--- config.mk ---
export PLATFORM = sky130hd
export DESIGN_NAME = wb_stage
export DESIGN_NICKNAME = d
export VERILOG_FILES = /design/src/rtl/wb_stage.sv
export SDC_FILE = /design/constraint.sdc
export NUM_CORES = 1
export LEC_CHECK = 0
export CORE_UTILIZATION = 50
export CTS_CLUSTER_DIAMETER = 40
export DETAILED_ROUTE_END_ITERATION = 10
export PLACE_DENSITY = 0.8
export SLEW_MARGIN = 5
export SYNTH_ARGS = -nofsm -noshare
export SYNTH_HDL_FRONTEND = slang
export SYNTH_SLANG_ARGS = --single-unit
--- constraint.sdc ---
create_clock -name clk_i -period 3.1 [get_ports clk_i]
set_input_delay 0.62 -clock clk_i [delete_from_list [all_inputs] [get_ports clk_i]]
set_output_delay 0.62 -clock clk_i [all_outputs]
set_load 0.02 [all_outputs]
--- src/rtl/wb_stage.sv ---
// Writeback stage: merges the priority ALU result stream with buffered load results
// into the registered register-file write port and tracks outstanding loads per register.
module wb_stage #(
    parameter int XLEN  = 32,
    parameter int DEPTH = 2
) (
    input  logic            clk_i,
    input  logic            rst_ni,
    input  logic            alu_valid_i,
    input  logic [4:0]      alu_rd_i,
    input  logic [XLEN-1:0] alu_data_i,
    input  logic            lsu_valid_i,
    output logic            lsu_ready_o,
    input  logic [4:0]      lsu_rd_i,
    input  logic [31:0]     lsu_data_i,
    input  logic [2:0]      lsu_funct3_i,
    input  logic [1:0]      lsu_byteoff_i,
    input  logic            pend_set_i,
    input  logic [4:0]      pend_rd_i,
    output logic [31:0]     pending_o,
    output logic            rf_we_o,
    output logic [4:0]      rf_waddr_o,
    output logic [XLEN-1:0] rf_wdata_o
);

    localparam int PW = $clog2(DEPTH);
    localparam int CW = PW + 1;
    localparam logic [CW-1:0] DEPTH_C = CW'(DEPTH);

    logic [XLEN-1:0] fifo_data [DEPTH];
    logic [4:0]      fifo_rd   [DEPTH];
    logic [PW-1:0]   wr_ptr;
    logic [PW-1:0]   rd_ptr;
    logic [CW-1:0]   count;

    logic            push;
    logic            pop;
    logic            fifo_empty;
    logic [XLEN-1:0] head_data;
    logic [4:0]      head_rd;

    logic [7:0]      ld_byte;
    logic [15:0]     ld_half;
    logic [XLEN-1:0] load_value;

    logic [31:0]     set_mask;
    logic [31:0]     clr_mask;

    // Load extraction: byte lane from byteoff, half lane from byteoff[1] only.
    always_comb begin
        ld_byte = lsu_data_i[7:0];
        case (lsu_byteoff_i)
            2'd0:    ld_byte = lsu_data_i[7:0];
            2'd1:    ld_byte = lsu_data_i[15:8];
            2'd2:    ld_byte = lsu_data_i[23:16];
            default: ld_byte = lsu_data_i[31:24];
        endcase
        ld_half = lsu_byteoff_i[1] ? lsu_data_i[31:16] : lsu_data_i[15:0];
    end

    always_comb begin
        load_value = XLEN'(lsu_data_i);
        case (lsu_funct3_i)
            3'b000:  load_value = {{(XLEN-8){ld_byte[7]}}, ld_byte};
            3'b001:  load_value = {{(XLEN-16){ld_half[15]}}, ld_half};
            3'b100:  load_value = {{(XLEN-8){1'b0}}, ld_byte};
            3'b101:  load_value = {{(XLEN-16){1'b0}}, ld_half};
            default: load_value = XLEN'(lsu_data_i);
        endcase
    end

    // Ready looks only at the registered count; a same-cycle pop does not help.
    assign lsu_ready_o = (count < DEPTH_C);
    assign fifo_empty  = (count == '0);
    assign push        = lsu_valid_i && lsu_ready_o;
    assign pop         = !alu_valid_i && !fifo_empty;
    assign head_data   = fifo_data[rd_ptr];
    assign head_rd     = fifo_rd[rd_ptr];

    always_ff @(posedge clk_i) begin
        if (push) begin
            fifo_data[wr_ptr] <= load_value;
            fifo_rd[wr_ptr]   <= lsu_rd_i;
        end
    end

    always_ff @(posedge clk_i or negedge rst_ni) begin
        if (!rst_ni) begin
            wr_ptr <= '0;
            rd_ptr <= '0;
            count  <= '0;
        end else begin
            if (push) begin
                wr_ptr <= wr_ptr + PW'(1);
            end
            if (pop) begin
                rd_ptr <= rd_ptr + PW'(1);
            end
            case ({push, pop})
                2'b10:   count <= count + CW'(1);
                2'b01:   count <= count - CW'(1);
                default: count <= count;
            endcase
        end
    end

    // Writes to x0 are selected and consumed, but never raise the write enable.
    always_ff @(posedge clk_i or negedge rst_ni) begin
        if (!rst_ni) begin
            rf_we_o    <= 1'b0;
            rf_waddr_o <= '0;
            rf_wdata_o <= '0;
        end else if (alu_valid_i) begin
            rf_we_o    <= (alu_rd_i != 5'd0);
            rf_waddr_o <= alu_rd_i;
            rf_wdata_o <= alu_data_i;
        end else if (pop) begin
            rf_we_o    <= (head_rd != 5'd0);
            rf_waddr_o <= head_rd;
            rf_wdata_o <= head_data;
        end else begin
            rf_we_o    <= 1'b0;
        end
    end

    // A new pending mark beats a same-edge writeback of the older load to that register.
    always_comb begin
        set_mask = '0;
        clr_mask = '0;
        if (pend_set_i) begin
            set_mask[pend_rd_i] = 1'b1;
        end
        set_mask[0] = 1'b0;
        if (pop) begin
            clr_mask[head_rd] = 1'b1;
        end
    end

    always_ff @(posedge clk_i or negedge rst_ni) begin
        if (!rst_ni) begin
            pending_o <= '0;
        end else begin
            pending_o <= (pending_o & ~clr_mask) | set_mask;
        end
    end

    always @(posedge clk_i) begin
        if (rst_ni) begin
            assert (count <= DEPTH_C);
        end
    end

endmodule

==> flow_results.org <==
** Clock network
- Number of clock sinks :: ~150
- After clock tree synthesis, the clock-pin slew on the worst setup and hold paths is 0.06 ns.
- Number of setup buffers added after CTS :: 0
- Maximum count of clock buffers along a single path :: 2
- Deepest level of the CTS H-tree :: 4
- Clock latency on the worst-skew pair, taken at its later pin, is around 0.42 ns.
- In this run, CTS created clock tree buffers numbering 17.
- Cell chosen for the clock root :: sky130_fd_sc_hd__clkbuf_16
- Hold buffer count at cts :: 0
- Resized cells post-CTS :: 0
- TritonCTS built the clock tree.

** Routing
- The detail route stage leaves a number of antenna-violating nets equal to 0.
- The final layout contains routed wiring with a total length of 16,810 µm.
- DRC :: 0
- WL per Instance :: 17.33 µm
- In the routed layout, each cell is associated on average with a via count of 5.488.
- First-pass iteration count of the detailed router :: 5
- Via count of the routed design :: 5,323
- In this run, the number of DRC markers left after iteration 0 of detailed routing was 490.

** Timing
- On the final layout, the worst clock skew is about 0.0071 ns.
- Hold_ws :: 0.3363 ns
- Final critical delay including setup and external delays :: 2.352 ns
- Unrepaired setup endpoints after global routing :: no
- The number of max-slew violations in the final report is 0.
- Rel. slew slack :: 0.3710
- Setup violations remaining at the end of the flow were counted as 0.
- Aggregate negative setup slack :: 0 ns
- Timing would allow up to 425.2 MHz.
- Actual slew at the worst max-slew pin :: about 0.94 ns
- The count of final hold-check violations is 0.
- Of the available clock period, the critical path in the final layout requires 0.7587.

** Logic synthesis
- Mean cell area of the mapped netlist :: 10.51 µm²
- Total number of yosys warnings :: 0
- Of all cell types, the one taking the most synthesized area is sky130_fd_sc_hd__edfxtp_1.
- The number of nets in the synthesized netlist is 723.
- The synthesized netlist contains 38 unique library cells.
- Post-synthesis cell count :: roughly 630
- The share of synthesized area in the top cell type comes to 0.3340.
- Post-synthesis instance area :: 6653 µm²
- In the post-synthesis netlist, the biggest area contributors are sky130_fd_sc_hd__edfxtp_1, sky130_fd_sc_hd__dfrtp_1, sky130_fd_sc_hd__nand2_1, sky130_fd_sc_hd__o21ai_0, sky130_fd_sc_hd__mux2i_1.
- Share of synthesized area occupied by flip-flops and latches :: 0.6124
- Register bit count reported by yosys :: approximately 150

** Floorplan
- The core region is 12,770 µm².
- Number of top-level pins :: 160
- Measured along the y axis, the die boundary spans 117.4 µm.
- Die Span X :: 117.4 µm
- Total die area :: 13,770 µm²
- The floorplan has 41 rows.
- The initial utilization of the core area, before any placement, comes to 0.5208.

** Critical path
- Data on the critical path is required at its endpoint by approximately 3.2 ns.
- Data arrival time at the worst-slack endpoint :: 2.49 ns
- The critical path in this run is classified as input port to flip-flop.
- STA classifies the critical path startpoint as an input port.
- Along the worst path, the maximum fanout reaches 14.
- Worst setup EP type :: flip-flop

** Power
- Relative contribution of combinational cells to total power :: 0.376
- For this design the total switching power over the nets is 2.742 mW.
- In this run the static leakage power is 3.603 nW.
- Proportion of power drawn by the clock network :: 0.237
- For this design the ratio of total power to cell area is 876.9 nW/µm².
- Cell internal power was estimated by the tool at 5.105 mW.
- Of the total power, the share spent switching nets is 0.3495.
- The design draws 7.847 mW.
- Worst vdd rail ir drop :: 0.4026 mV
- Sequential fraction of design power :: 0.388

** Global route
- Largest net degree at the start of global routing :: 76
- The number of antenna violations at the first check in global routing is 1.
- The via count of the first global-routing pass came to 5,124.
- For this run, the total global-route usage over all layers was measured as 0.2478.
- Summed over all layers, the global routing overflow is 0.
- Wire length of the first global-routing pass :: 26,190 µm

** Place
- Dpl hpwl :: between 10,000 and 15,000 µm
- Port buffering added 159 buffers.
- Placer Congestion :: about 0.87

** Run status
- Result of the run :: finished, final reports clean

** Finish
- Area growth from synthesis to layout :: 34.51%
- In the final design database the tool counted 875 nets.
- Ratio of cells with drive above 1 in the final layout :: 0.05890
- 0 antenna diodes ended up in the layout.

** Worst hold path
- Worst min path class :: input port to async pin

** Run
- The tool flagged a number of max-cap violations equal to 0.
## sequential cells by signal, indices dropped and copies added, names as in the netlist
| register | flops |
|---|---|
| fifo_data | 64 |
| pending_o | 32 |
| rf_wdata_o | 32 |
| fifo_rd | 10 |
| rf_waddr_o | 5 |
| count | 2 |
| rd_ptr | 1 |
| rf_we_o | 1 |
| wr_ptr | 1 |
## layer usage
metal / share of wire / global-route usage / routed length, µm / vias up
met1: 0.43 / 0.3359 / 7285 / 2544
met4: 0.019 / 0.09578 / 322 / 2
li1: - / - / - / 2534
met3: 0.074 / 0.06128 / 1238 / 27
met5: 0.0010 / 0 / 17 / -
met2: 0.47 / 0.3846 / 7947 / 216
## Yosys cell counts (all sizes together)
library cell,instances
a31oi,2
clkbuf,22
xnor2,4
o21a,1
clkinv,1
mux4,1
nor2,52
nor3b,6
o211ai,8
a22oi,7
and3b,5
buf,13
edfxtp,74
a211oi,1
a21oi,54
ha,1
o21ba,1
and3,2
nand2,126
nand2b,11
inv,18
dfrtp,74
a22o,1
a32oi,1
a221o,9
nor3,6
nor2b,4
o21bai,1
o21ai,83
o31ai,1
and2,1
mux2,2
or4,1
mux2i,36
xor2,1
o22a,2
## cells in the final DEF (no fill, tap or decap), drive strengths merged, types with 18 or more instances in the layout
cell type and count:
a21oi 54, clkbuf 21, clkdlybuf4s50 157, dfrtp 74, edfxtp 74, inv 18, mux2i 36, nand2 126
nor2 52, o21ai 83
## cell type report
class                      instances  area [µm²]
tap                              172       215.2
timing repair buffer             168        1677
inverter                          19       71.32
clock inverter                    11       86.33
multi-input combinational        431        2374
fill                             926        3825
clock buffer                      21       450.4
sequential                       148        4075
## metrics by stage
stage	util	instances	cell area (µm²)	setup slack (ns)
2_1_floorplan	-	633	6653	0.3530
3_3_place_gp	0.6585	938	8412	0.4547
3_5_place_dp	0.6585	938	8412	0.3478
4_1_cts	0.7006	970	8949	0.8035
5_1_grt	0.7006	970	8949	0.6222
6_report	0.7006	970	8949	0.7480
## logic make-up after synthesis
logic type	Yosys count	share of synthesized area
AOI/OAI and AO/OA	172	0.1486
xor gates and xnor gates	5	0.006582
adders and majority gates	1	0.001880
buffers and inverters	54	0.03329
DFF	148	0.6124
muxes	39	0.06094
and+or+nand+nor	214	0.1364
## path summary, 6_finish.rpt
kind | from | endpoint | cells past startpoint | slack, ns
hold reg to reg | pending_o[0]$_DFF_PN0_ | pending_o[0]$_DFF_PN0_ | 1 | 0.50
hold / removal | rst_ni | pending_o[22]$_DFF_PN0_ | 1 | 0.34
setup / recovery | lsu_funct3_i[0] | fifo_data[0][6]$_DFFE_PP_ | 5 | 0.75
min in group clk_i | pending_o[0]$_DFF_PN0_ | pending_o[0]$_DFF_PN0_ | 1 | 0.50
setup reg to reg | rd_ptr$_DFFE_PN0P_ | pending_o[25]$_DFF_PN0_ | 4 | 0.91
max in group asynchronous | rst_ni | rd_ptr$_DFFE_PN0P_ | 1 | 2.10
## power groups by stage
stage / combinational (mW) / sequential (mW) / clock [mW]
3_3_place_gp: 2.88 / 3.04 / 0
6_report: 2.95 / 3.04 / 1.86
5_1_grt: 3.17 / 3.10 / 1.97
4_1_cts: 2.96 / 3.04 / 1.89
3_5_place_dp: 2.94 / 3.08 / 0
2_1_floorplan: 1.29 / 3.39 / 0
## critical path, cell delays in order
cell                              delay [ns]
sky130_fd_sc_hd__clkdlybuf4s50_1        0.69
sky130_fd_sc_hd__nor2b_1                0.56
sky130_fd_sc_hd__nor2_1                 0.22
sky130_fd_sc_hd__a22oi_1                0.25
sky130_fd_sc_hd__o21ai_0                0.15
Power figures use the tool's default switching activity.
